`config.mk`:
```
export PLATFORM = sky130hd
export DESIGN_NAME = instr_capture_flat
export DESIGN_NICKNAME = d
export VERILOG_FILES = /design/src/rtl/instr_capture_pkg.sv /design/src/rtl/instr_capture_if.sv /design/src/rtl/instr_capture_key_debouncer.sv /design/src/rtl/instr_capture.sv /design/src/flat_wrapper.sv
export SDC_FILE = /design/constraint.sdc
export NUM_CORES = 1
export LEC_CHECK = 0
export ABC_AREA = 1
export CAP_MARGIN = 20
export CORE_MARGIN = 8
export CORE_UTILIZATION = 53
export DETAILED_ROUTE_END_ITERATION = 10
export PLACE_DENSITY = 0.82
export SETUP_SLACK_MARGIN = 0.02
export SYNTH_ARGS = -nofsm -noshare
export SYNTH_HDL_FRONTEND = slang
export SYNTH_SLANG_ARGS = --single-unit
```
`constraint.sdc`:
```
create_clock -name CLOCK_50 -period 2.53 [get_ports CLOCK_50]
set_input_delay 0.3795 -clock CLOCK_50 [delete_from_list [all_inputs] [get_ports CLOCK_50]]
set_output_delay 0.3795 -clock CLOCK_50 [all_outputs]
set_load 0.02 [all_outputs]
```
`src/rtl/instr_capture_pkg.sv`:
```
// instr_pkg: shared FSM state, field width and instruction word layout for instr_capture.
package instr_pkg;
    localparam int FIELD_W = 4;
    typedef enum logic [1:0] {IDLE, ARM, OFFER, RELEASE} capture_state_t;
    // codop is the most significant nibble, so the synchronised switch bus maps straight onto it
    typedef struct packed {
        logic [FIELD_W-1:0] codop;
        logic [FIELD_W-1:0] addA;
        logic [FIELD_W-1:0] addB_LMM;
        logic [FIELD_W-1:0] addC;
    } instr_t;
endpackage

```
`src/rtl/instr_capture_if.sv`:
```
// instr_capture_if: decoded instruction word plus valid/ready handshake.
// master (producer): codop, addA, addB_LMM, addC, instr_valid, busy out; instr_ready in.
// slave (consumer): the mirror image. With INSTR_CAPTURE_COUNT_EN, instr_count is carried too.
interface instr_capture_if;
    import instr_pkg::*;
    logic [FIELD_W-1:0] codop;
    logic [FIELD_W-1:0] addA;
    logic [FIELD_W-1:0] addB_LMM;
    logic [FIELD_W-1:0] addC;
    logic               instr_valid;
    logic               instr_ready;
    logic               busy;
`ifdef INSTR_CAPTURE_COUNT_EN
    logic [7:0]         instr_count;
`endif
    modport master (
        output codop, addA, addB_LMM, addC, instr_valid, busy,
`ifdef INSTR_CAPTURE_COUNT_EN
        output instr_count,
`endif
        input  instr_ready
    );
    modport slave (
        input  codop, addA, addB_LMM, addC, instr_valid, busy,
`ifdef INSTR_CAPTURE_COUNT_EN
        input  instr_count,
`endif
        output instr_ready
    );
endinterface

```
`src/rtl/instr_capture_key_debouncer.sv`:
```
// key_debouncer: 2-flop synchroniser plus stable-count debouncer for one active-low key.
// Ports: clk, rst (async, active-high), key_in (raw), key_sync (synchronised level),
// level (debounced level; 1 = released). Synchroniser and level reset to released.
module key_debouncer #(
    parameter int DEBOUNCE_CYCLES = 1000000,
    parameter int CNT_W           = 20
) (
    input  logic clk,
    input  logic rst,
    input  logic key_in,
    output logic key_sync,
    output logic level
);
    logic [1:0]       sync_q, sync_d;
    logic [CNT_W-1:0] cnt_q, cnt_d;
    logic             level_q, level_d;

    always_comb begin
        sync_d  = {sync_q[0], key_in};
        level_d = level_q;
        cnt_d   = '0;
        // a disagreeing sample counts; the D-th consecutive one flips the level
        if (sync_q[1] != level_q) begin
            if (cnt_q == CNT_W'(DEBOUNCE_CYCLES - 1))
                level_d = sync_q[1];
            else
                cnt_d = cnt_q + 1'b1;
        end
    end

    always_ff @(posedge clk or posedge rst) begin
        if (rst) begin
            sync_q  <= 2'b11;
            cnt_q   <= '0;
            level_q <= 1'b1;
        end else begin
            sync_q  <= sync_d;
            cnt_q   <= cnt_d;
            level_q <= level_d;
        end
    end

    assign key_sync = sync_q[1];
    assign level    = level_q;
endmodule

```
`src/rtl/instr_capture.sv`:
```
// instr_capture: debounced KEY[0] press latches the 16 switches into one instruction word,
// offered downstream with valid/ready; KEY[1] clears.
// Ports: CLOCK_50, reset (async, active-high), KEY[3:0] (active-low), sw3_0..sw15_12,
// bus (instr_capture_if.master). Optional INSTR_CAPTURE_COUNT_EN adds bus.instr_count.
module instr_capture
    import instr_pkg::*;
#(
    parameter int DEBOUNCE_CYCLES = 1000000,
    parameter int CNT_W           = 20
) (
    input  logic       CLOCK_50,
    input  logic       reset,
    input  logic [3:0] KEY,
    input  logic [3:0] sw3_0,
    input  logic [3:0] sw7_4,
    input  logic [3:0] sw11_8,
    input  logic [3:0] sw15_12,
    instr_capture_if.master bus
);
    logic           k0_sync, k0_level, unused_keys;
    logic [1:0]     clr_sync_q, clr_sync_d;
    logic [15:0]    sw_s1_q, sw_s1_d, sw_s2_q, sw_s2_d;
    capture_state_t state_q, state_d;
    instr_t         instr_q, instr_d;
`ifdef INSTR_CAPTURE_COUNT_EN
    logic [7:0]     count_q, count_d;
`endif

    assign unused_keys = ^KEY[3:2];

    key_debouncer #(.DEBOUNCE_CYCLES(DEBOUNCE_CYCLES), .CNT_W(CNT_W)) u_ld (
        .clk(CLOCK_50), .rst(reset), .key_in(KEY[0]), .key_sync(k0_sync), .level(k0_level)
    );

    always_comb begin
        clr_sync_d = {clr_sync_q[0], KEY[1]};
        sw_s1_d    = {sw15_12, sw11_8, sw7_4, sw3_0};
        sw_s2_d    = sw_s1_q;
        state_d    = state_q;
        instr_d    = instr_q;
        case (state_q)
            IDLE:    state_d = k0_sync ? IDLE : ARM;
            ARM: begin
                // capture once the debounced level reports pressed while the key is still low
                state_d = k0_sync ? IDLE : (k0_level ? ARM : OFFER);
                instr_d = (!k0_sync && !k0_level) ? instr_t'(sw_s2_q) : instr_q;
            end
            OFFER:   state_d = bus.instr_ready ? RELEASE : OFFER;
            RELEASE: state_d = k0_level ? IDLE : RELEASE;
            default: state_d = IDLE;
        endcase
        if (!clr_sync_q[1]) begin
            state_d = IDLE;
            instr_d = '0;
        end
`ifdef INSTR_CAPTURE_COUNT_EN
        count_d = (state_q == OFFER && bus.instr_ready && clr_sync_q[1]) ? count_q + 8'd1 : count_q;
`endif
    end

    always_ff @(posedge CLOCK_50 or posedge reset) begin
        if (reset) begin
            clr_sync_q <= 2'b11;
            sw_s1_q    <= '0;
            sw_s2_q    <= '0;
            state_q    <= IDLE;
            instr_q    <= '0;
`ifdef INSTR_CAPTURE_COUNT_EN
            count_q    <= '0;
`endif
        end else begin
            clr_sync_q <= clr_sync_d;
            sw_s1_q    <= sw_s1_d;
            sw_s2_q    <= sw_s2_d;
            state_q    <= state_d;
            instr_q    <= instr_d;
`ifdef INSTR_CAPTURE_COUNT_EN
            count_q    <= count_d;
`endif
        end
    end

    assign bus.codop       = instr_q.codop;
    assign bus.addA        = instr_q.addA;
    assign bus.addB_LMM    = instr_q.addB_LMM;
    assign bus.addC        = instr_q.addC;
    assign bus.instr_valid = (state_q == OFFER);
    assign bus.busy        = (state_q != IDLE);
`ifdef INSTR_CAPTURE_COUNT_EN
    assign bus.instr_count = count_q;
`endif
endmodule

```
`src/flat_wrapper.sv`:
```
// flat-port wrapper written by rule: the top's interface ports become plain ports
module instr_capture_flat import instr_pkg::*;
#(
    parameter int DEBOUNCE_CYCLES = 1000000,
    parameter int CNT_W           = 20
)
  (CLOCK_50, reset, KEY, sw3_0, sw7_4, sw11_8, sw15_12, bus_codop, bus_addA, bus_addB_LMM, bus_addC, bus_instr_valid, bus_busy, bus_instr_ready);
  instr_capture_if bus_i ();
  input  logic CLOCK_50;
  input  logic reset;
  input  logic [3:0] KEY;
  input  logic [3:0] sw3_0;
  input  logic [3:0] sw7_4;
  input  logic [3:0] sw11_8;
  input  logic [3:0] sw15_12;
  output wire logic [$bits(bus_i.codop)-1:0] bus_codop;
  output wire logic [$bits(bus_i.addA)-1:0] bus_addA;
  output wire logic [$bits(bus_i.addB_LMM)-1:0] bus_addB_LMM;
  output wire logic [$bits(bus_i.addC)-1:0] bus_addC;
  output wire logic [$bits(bus_i.instr_valid)-1:0] bus_instr_valid;
  output wire logic [$bits(bus_i.busy)-1:0] bus_busy;
  input wire logic [$bits(bus_i.instr_ready)-1:0] bus_instr_ready;
  assign bus_codop = bus_i.codop;
  assign bus_addA = bus_i.addA;
  assign bus_addB_LMM = bus_i.addB_LMM;
  assign bus_addC = bus_i.addC;
  assign bus_instr_valid = bus_i.instr_valid;
  assign bus_busy = bus_i.busy;
  assign bus_i.instr_ready = bus_instr_ready;
  instr_capture #(.DEBOUNCE_CYCLES(DEBOUNCE_CYCLES), .CNT_W(CNT_W)) u_core (.CLOCK_50(CLOCK_50), .reset(reset), .KEY(KEY), .sw3_0(sw3_0), .sw7_4(sw7_4), .sw11_8(sw11_8), .sw15_12(sw15_12), .bus(bus_i));
endmodule
```
* Word-level counts from Yosys, hierarchy flattened
Cells that the tools add are included.
** Operators by class
- Div/mod/pow operators :: 0
- Bitwise gates (word level) :: 0
- $add $sub $neg :: 1
- $mul :: 0
- Shifts and indexed selects :: 0
- Eq/ne operators :: 7
- Order comparisons :: 0
- Reduce and logical (&&, ||, !) cells :: 7
- Multiplexer cells :: 12
** Operators with widths (count)
- $mux 16 :: 3
- $mux 20 :: 2
- $add 20x1->20 const B :: 1
- $eq 20x20->1 const B :: 1
- $mux 2 :: 4
- $pmux 2 s4 :: 1
- $eq 2x2->1 const B :: 2
- $ne 2x2->1 const B :: 2
- $reduce_and 2->1 :: 2
- $eq 2x1->1 const B :: 1
- $logic_not 1->1 :: 2
- $logic_not 2->1 :: 1
- $mux 1 :: 2
- $reduce_bool 2->1 :: 1
- $logic_and 1x1->1 :: 1
- $ne 1x1->1 :: 1
** Storage, ports and cells
- Bits in registers :: 75
- Bits in read-only memories :: 0
- Bits of input ports :: 23
- Memories kept :: 0
- Word-level logic and storage cells :: 38
- Output and inout port bits :: 18
- RAM bits :: 0
- Latch bits :: 0

* Longest topological paths before layout
Gate-level depths: netlist of run 1.
- Word-level depth :: 5
- Depth in mapped cells :: 8
- Depth with buffers taken out :: 8

* Hierarchy
Synthesis of run 1 repeated with hierarchy kept, for this count alone.
** Unflattened totals
- Cell total of the unflattened synthesis :: 287
- Area total of the unflattened synthesis :: 3042.9 um^2
** By module, submodules not included
- instr_capture :: seq. area each 1303.8 um^2, area an instance 1747.9 um^2, instances 1, cells each 125
- key_debouncer :: seq. area each 579.3 um^2, area an instance 1295.0 um^2, instances 1, cells each 162

* Worst setup path before layout of run 1
Ideal clock, no wire load.
- Kind :: register to register
- From :: reg u_core.u_ld.level_q, in the netlist u_core.u_ld.level
- To :: reg u_core.u_ld.level_q, in the netlist u_core.u_ld.level
- Stages on the path, launching flop included :: 8
- Required time :: 2470 ps
- Buffers on the path :: 1
- Clock period less this slack :: 1521 ps
- Library setup time :: 60 ps
- Slack :: 1009 ps
- Arrival :: 1461 ps
- Cell sequence :: dfstp_2 -> inv_1 -> ha_1 -> clkbuf_1 -> inv_1 -> nor2_1 -> nand2_1 -> nand2_1
** Between the ends
- Cells in the longest elaborated chain, start to end :: 2
** Ends and longest elaborated chain
- start, declared :: RTL line instr_capture_key_debouncer.sv:16 : logic level_q, level_d;
- start signal, assigned :: RTL line instr_capture_key_debouncer.sv:39 : level_q <= level_d;
- $ne 1x1->1 :: RTL line instr_capture_key_debouncer.sv:23 : if (sync_q[1] != level_q) begin
- $reduce_and 2->1 (no line)
No other way between the ends.
A chain may end at the register's enable or synchronous reset.

* Final worst setup path of run 1
- From :: reg u_core.state_q[1]
- To :: out bus_instr_valid
** Between the ends
- Cells in the longest elaborated chain, start to end :: 1
** Ends and longest elaborated chain
- start, declared :: RTL line instr_capture.sv:23 : capture_state_t state_q, state_d;
- start signal, assigned :: RTL line instr_capture.sv:75 : state_q <= state_d;
- $eq 2x2->1 :: RTL line instr_capture.sv:87 : assign bus.instr_valid = (state_q == OFFER);
- end, declared :: RTL line flat_wrapper.sv:20 : output wire logic [$bits(bus_i.instr_valid)-1:0] bus_instr_valid;
No other way between the ends.

==> results of run 1 <==
==> cell type report <==
cell class | instances | area [µm²]
clock buffers | 10 | 128
clock inverters | 6 | 72.6
fillers | 413 | 1810
inverters | 25 | 93.8
multi-input cells | 185 | 925
flip-flops and latches | 75 | 1880
well taps | 72 | 90.1
repair buffers | 39 | 400
==> through the flow <==
stage                util  hold slack [ns]  total power, mW  worst slack (ns)
CTS                 0.665            0.343             2.40             0.569
floorplan               -            0.331             1.38             0.249
finish              0.665            0.341             2.37             0.580
global route        0.665            0.347             2.48             0.461
global placement    0.628            0.333             1.47             0.919
detailed placement  0.628            0.335             1.48             0.887
==> power by group through the flow <==
stage / Sequential, mW / Combinational, mW / Clock, mW
final: 1.27 / 0.175 / 0.923
after global routing: 1.28 / 0.195 / 1.00
after CTS: 1.27 / 0.180 / 0.949
after detailed placement: 1.30 / 0.179 / 0
after global placement: 1.29 / 0.173 / 0
after floorplan: 1.30 / 0.0794 / 0
==> per-layer routing <==
layer / global-route usage / up-vias / part of all wire
li1: - / 1008 / -
met1: 0.163 / 994 / 0.42
met2: 0.252 / 40 / 0.52
met3: 0.0499 / 9 / 0.047
met4: 0.0749 / 0 / 0.014
met5: 0 / - / 0
==> critical path: stages, from the launching register on <==
cell	delay (ns)
dfrtp_1	0.42
inv_1	0.07
nor2_1	0.11
clkdlybuf4s50_1	0.62
==> logic make-up after synthesis <==
family / after synthesis
DFF: 75
and+or+nand+nor: 146
xor gates and xnor gates: 9
AOI/OAI and AO/OA: 27
adders and majority gates: 3
buffers and inverters: 30
==> worst min-delay path by stage <==
stage | from | depth (start not counted) | end
after floorplan | u_core.sw_s1_q[0] | 0 | u_core.sw_s2_q[0]
after global placement | u_core.sw_s1_q[3] | 0 | u_core.sw_s2_q[3]
final | u_core.sw_s1_q[1] | 0 | u_core.sw_s2_q[1]
after global routing | u_core.sw_s1_q[1] | 0 | u_core.sw_s2_q[1]
after detailed placement | u_core.sw_s1_q[8] | 0 | u_core.sw_s2_q[8]
after CTS | u_core.sw_s1_q[1] | 0 | u_core.sw_s2_q[1]
==> sequential cells by signal, summed over array words and instances, names as in the netlist <==
register and cells:
u_core.u_ld.sync_q 2, u_core.bus.addA 4, u_core.sw_s1_q 16, u_core.bus.addC 4
u_core.sw_s2_q 16, u_core.clr_sync_q 2, u_core.u_ld.cnt_q 20, u_core.bus.addB_LMM 4
u_core.bus.codop 4, u_core.state_q 2, u_core.u_ld.level 1
==> placed cells by master (no fill, tap or decap), types with 2 or more instances in the layout <==
master	n
dfstp_2	5
o21ai_0	11
nand2_1	60
dfrtp_1	70
nor2_2	2
clkinv_1	2
nor2_1	44
xnor2_1	5
inv_1	17
xor2_1	4
nand4_1	5
nand3_2	2
clkdlybuf4s50_1	38
nand2_2	2
inv_6	2
nand3_1	23
clkinv_4	2
clkbuf_8	9
nor2_4	3
ha_1	3
inv_2	6
a21oi_1	12
==> run metrics, run 1 <==
final hold violations=0; Slew HR=0.689; CTS Buf Count=9; combinational share of power=0.074; CTS tree=done; worst vdd ir=335 µV; xor/xnor cell area share of the yosys netlist=0.0270; DRT antenna net count=0; Sw Share=0.245; Setup crit end=bus_instr_valid; initial antenna violation count=0; vias post-DR=2051; die area=0.00815 mm²; path depth of the worst reg2reg path=6; reg2reg end=u_core.u_ld.level; crit path kind=flip-flop to primary output; post-synthesis mux area share=0; largest area contributor in the netlist=dfrtp_1; worst reg-to-reg setup slack=0.87 ns; top_reg_cell synth=dfrtp_1; cell area after layout=0.00359 mm²; Compound-Gate Fraction of Synth Area=0.0484; fin crit period=1.95 ns; row count=27; Data arrival, critical path=1.57 ns; crit path launch type=flip-flop; post-synthesis cell count=290; CTS Root Cell=clkbuf_8; area delta synth->final=22.9%; EDFF count, synth=0; global-route usage over all layers=0.149; critical path fanouts, max=5; Synth area leaders=dfrtp_1 60%, nand2_1 7.7%, nor2_1 5.7%; Final GP Congestion=0.880; synthesized flop and latch total=75; Worst Setup End Kind=primary output; fin. max-slew vios=0; Post-CTS Setup Repair Bufs=0; largest family of logic cells by synthesized area=simple AND/OR/NAND/NOR gates; Cell Pwr Density=661 mW/mm²; PortBufs=38; Mapped Nets=316; H-Tree Level Count=3; post-route clock period utilization=0.771; vias per cell=4.98; Yosys top cell area share=0.599; Seq/Total Area, Yosys=0.644; CTS max path bufs=2; ant diodes=0; nets=361; post-CTS sizing=0; later-pin clock latency in the skew report=0.35 ns; Hold Crit Class=flip-flop to flip-flop; Critical path origin=u_core.state_q[1]; Core Box Area=0.00541 mm²; Sink Count=75; mean routed wirelength per cell=13.6 µm; Synth Area in Adders=0.0128; max-cap check violation count=0; HPWL after DPL=3.82 mm; R2R Path Start=u_core.u_ld.level; number of global-route vias before repair=2060; Clock Skews=0.00993 ns; sequential power share=0.537; Worst Max-Slew Pin Slew=0.466 ns; share of cells above drive strength 1=0.112; count of cell types in the netlist=29; Cell Area, Synth=0.00292 mm²; clk slew on worst S/H paths=0.08 ns; Net Switching=0.581 mW; drt drc=0; P_leak=1.62 nW; most frequent cell after synthesis=dfrtp_1; Die Wd=90.3 µm; global-route wire length before repair=9.71 mm; Starting DRT DRC Count=66; RSZ-0062 raised after global routing=false; syn avg cell area=10.1 µm²; Fin Setup TNS=0 ns; CTS hold repair buffers=0; setup violators final=0; total grt overflow=0; pin count of the biggest net entering global routing=76; Die Height=90.3 µm; f_max=513 MHz; top cells by count, synth=70 x dfrtp_1, 60 x nand2_1, 44 x nor2_1; initial core utilization=0.541; Initial DRT Pass Iterations=4; ys async rst share=1.00; synth warn=0; P_int=1.79 mW; placed insts=396; status=finished clean; simple-gate area share of the yosys netlist=0.228; Critical Path RT=2.15 ns; placement-stage cell area=0.00339 mm²; Ports=41; Clk network pwr share=0.389; final std cells w/o fill=412; drt total wl=5.62 mm
(Power assumes the default switching activity.)
==> run 2: changes to the inputs <==
clock period = 1.8 ns   (was 2.53 ns; I/O delays follow)
==> run metrics, run 2 (same netlist as run 1, synthesis figures left out) <==
status=finished clean (unchanged); H-Tree Level Count=3 (unchanged); CP max-delay cell=dfstp_2 (was clkdlybuf4s50_1); Worst Max-Slew Pin Slew=0.419 ns (was 0.466 ns); global-route wire length before repair=9.70 mm (was 9.71 mm); die area=0.00815 mm² (unchanged); hold slack final=0.271 ns (was 0.341 ns); area occupied by multi-input gates=927 µm² (was 925 µm²); DRT antenna net count=0 (unchanged); Slew HR=0.720 (was 0.689); later-pin clock latency in the skew report=0.34 ns (was 0.35 ns); P_int=2.53 mW (was 1.79 mW); ant diodes=0 (unchanged); max-cap check violation count=0 (unchanged); combinational share of power=0.076 (was 0.074); final core utilization=0.672 (was 0.665); f_max=607 MHz; fin crit period=1.65 ns; final hold violations=0 (unchanged); initial antenna violation count=0 (unchanged); reg2reg end=u_core.state_q[0] (was u_core.u_ld.level); Setup WS post-layout=0.152 ns (was 0.580 ns); Critical Path Max Stage Delay=0.54 ns (was 0.62 ns); total grt overflow=0 (unchanged); sequential power share=0.529 (was 0.537); crit path launch type=flip-flop (unchanged); Sw Share=0.252 (was 0.245); share of cells above drive strength 1=0.123 (was 0.112); crit path kind=flip-flop to flip-flop (was flip-flop to primary output); total power=3.39 mW (was 2.37 mW); Setup WS pre-CTS=0.143 ns (was 0.887 ns); max reg flops=20 (unchanged); placement-stage cell area=0.00342 mm² (was 0.00339 mm²); commonest cells after routing, fill and taps aside=70 x dfrtp_1, 60 x nand2_1, 44 x nor2_1 (unchanged); Core Box Area=0.00541 mm² (unchanged); pin count of the biggest net entering global routing=31 (was 76); commonest non-fill, non-tap cell in the layout=dfrtp_1 (unchanged); Sink Count=75 (unchanged); Critical Path RT=2.03 ns (was 2.15 ns); largest registers=u_core.u_ld.cnt_q x20, u_core.sw_s1_q x16, u_core.sw_s2_q x16 (unchanged); Final GP Congestion=0.881 (was 0.880); Starting DRT DRC Count=89 (was 66); vias post-DR=2044 (was 2051); post-route clock period utilization=0.916; PortBufs=38 (unchanged); Clock Skews=0.00668 ns (was 0.00993 ns); mean routed wirelength per cell=13.3 µm (was 13.6 µm); P_leak=1.64 nW (was 1.62 nW); cell area after layout=0.00363 mm² (was 0.00359 mm²); Worst Setup End Kind=flip-flop (was primary output); crit path buf inv count=2 (unchanged); path depth of the worst reg2reg path=6 (unchanged); global-route usage over all layers=0.150 (was 0.149); FF+latch area=0.00188 mm² (unchanged); CP top delay family=flip-flops (was buffers and inverters); vias per cell=4.94 (was 4.98); Initial DRT Pass Iterations=6 (was 4); crit-path cells=inv_1 > ha_1 > o21ai_0 > nand3_1 > o211ai_1 > inv_1 (was inv_1 > nor2_1 > clkdlybuf4s50_1); setup violators final=0 (unchanged); critical path fanouts, max=3 (was 5); drt drc=0 (unchanged); final std cells w/o fill=414 (was 412); worst vdd ir=491 µV (was 335 µV); CTS hold repair buffers=0 (unchanged); Die Wd=90.3 µm (unchanged); RSZ-0062 raised after global routing=false (unchanged); fin. max-slew vios=0 (unchanged); nets=363 (was 361); CTS Root Cell=clkbuf_8 (unchanged); FILL cells=399 (was 413); row count=27 (unchanged); drt total wl=5.49 mm (was 5.62 mm); clk slew on worst S/H paths=0.09 ns (was 0.08 ns); Net Switching=0.852 mW (was 0.581 mW); Post-CTS Setup Repair Bufs=0 (unchanged); placed insts=398 (was 396); CP dominant cell by count=inv_1; HPWL after DPL=3.76 mm (was 3.82 mm); Cell Pwr Density=933 mW/mm² (was 661 mW/mm²); area delta synth->final=24.2% (was 22.9%); Die Height=90.3 µm (unchanged); Fin Setup TNS=0 ns (unchanged); R2R Path Start=u_core.u_ld.sync_q[1] (was u_core.u_ld.level); number of global-route vias before repair=2060 (unchanged); initial core utilization=0.541 (unchanged); Hold Crit Class=input port to async pin (was flip-flop to flip-flop); Data arrival, critical path=1.88 ns (was 1.57 ns); Top reg by flops=u_core.u_ld.cnt_q (unchanged); worst reg-to-reg setup slack=0.15 ns (was 0.87 ns); Ports=41 (unchanged); CTS max path bufs=2 (unchanged); CTS tree=done (unchanged); CTS Buf Count=9 (unchanged); Clk network pwr share=0.395 (was 0.389)
[run 2: changes by cell type in the layout (fill, tap and decap cells not counted)]
| cell | previous run | this run |
|---|---|---|
| clkdlybuf4s50_1 | 38 | 36 |
| dlygate4sd2_1 | 0 | 2 |
| buf_12 | 1 | 2 |
| buf_4 | 0 | 1 |
| clkbuf_1 | 1 | 0 |
| clkinv_4 | 2 | 1 |
| clkinvlp_4 | 1 | 2 |
| ha_1 | 3 | 2 |
| ha_2 | 0 | 1 |
| inv_2 | 6 | 5 |
| inv_6 | 2 | 3 |
| inv_8 | 0 | 1 |
[run 2: worst register-to-register path: cells and delay by family, from the launching register on]
family          cells  cell delay [ns]
simple gates        1             0.16
compound gates      2             0.48
fa+ha+maj           1             0.20
flops               1             0.54
buf+inv             2             0.15
[run 2: layout make-up]
type                            count  area share
Clock buffer                        9      0.0341
Clock inverter                      7      0.0231
Inverter                           25      0.0269
Multi-Input combinational cell    185       0.255
Sequential cell                    75       0.519
Tap cell                           72      0.0248
Timing Repair Buffer               41       0.117
[run 2: how the worst max path moves through the flow]
stage | from | end | slack [ns] | cells after the start
finish | u_core.u_ld.sync_q[1] | u_core.state_q[0] | 0.15 | 6
global route | u_core.u_ld.level | u_core.u_ld.level | 0.08 | 6
CTS | u_core.u_ld.level | u_core.u_ld.level | 0.08 | 6
detailed placement | u_core.u_ld.level | u_core.u_ld.level | 0.14 | 6
global placement | u_core.u_ld.level | u_core.u_ld.level | 0.20 | 6
floorplan | u_core.u_ld.level | u_core.u_ld.level | 0.28 | 7
[run 2: repair_timing]
item | CTS | global route
gates resized for setup | 2 | 1
endpoints found under the setup margin | 2 | 1
pin swaps | 0 | 0
[run 2: per-layer routing]
metal / GRT usage / share of wire / vias to the layer above
li1: - / - / 1016
met1: 0.173 / 0.42 / 969
met2: 0.236 / 0.50 / 46
met3: 0.0623 / 0.056 / 13
met4: 0.0721 / 0.023 / 0
met5: 0 / 0 / -
[run 2: power by group through the flow]
stage | registers [mW] | clock network (mW) | logic, mW
floorplan | 1.83 | 0 | 0.112
global placement | 1.82 | 0 | 0.251
detailed placement | 1.82 | 0 | 0.260
CTS | 1.79 | 1.38 | 0.262
global route | 1.80 | 1.47 | 0.287
finish | 1.79 | 1.34 | 0.259
==> run 3: changes to the inputs <==
CTS_CLUSTER_SIZE = 8   (was not set)
==> results of run 3 <==
The final DEF is identical to that of run 2; final timing and power are the same.
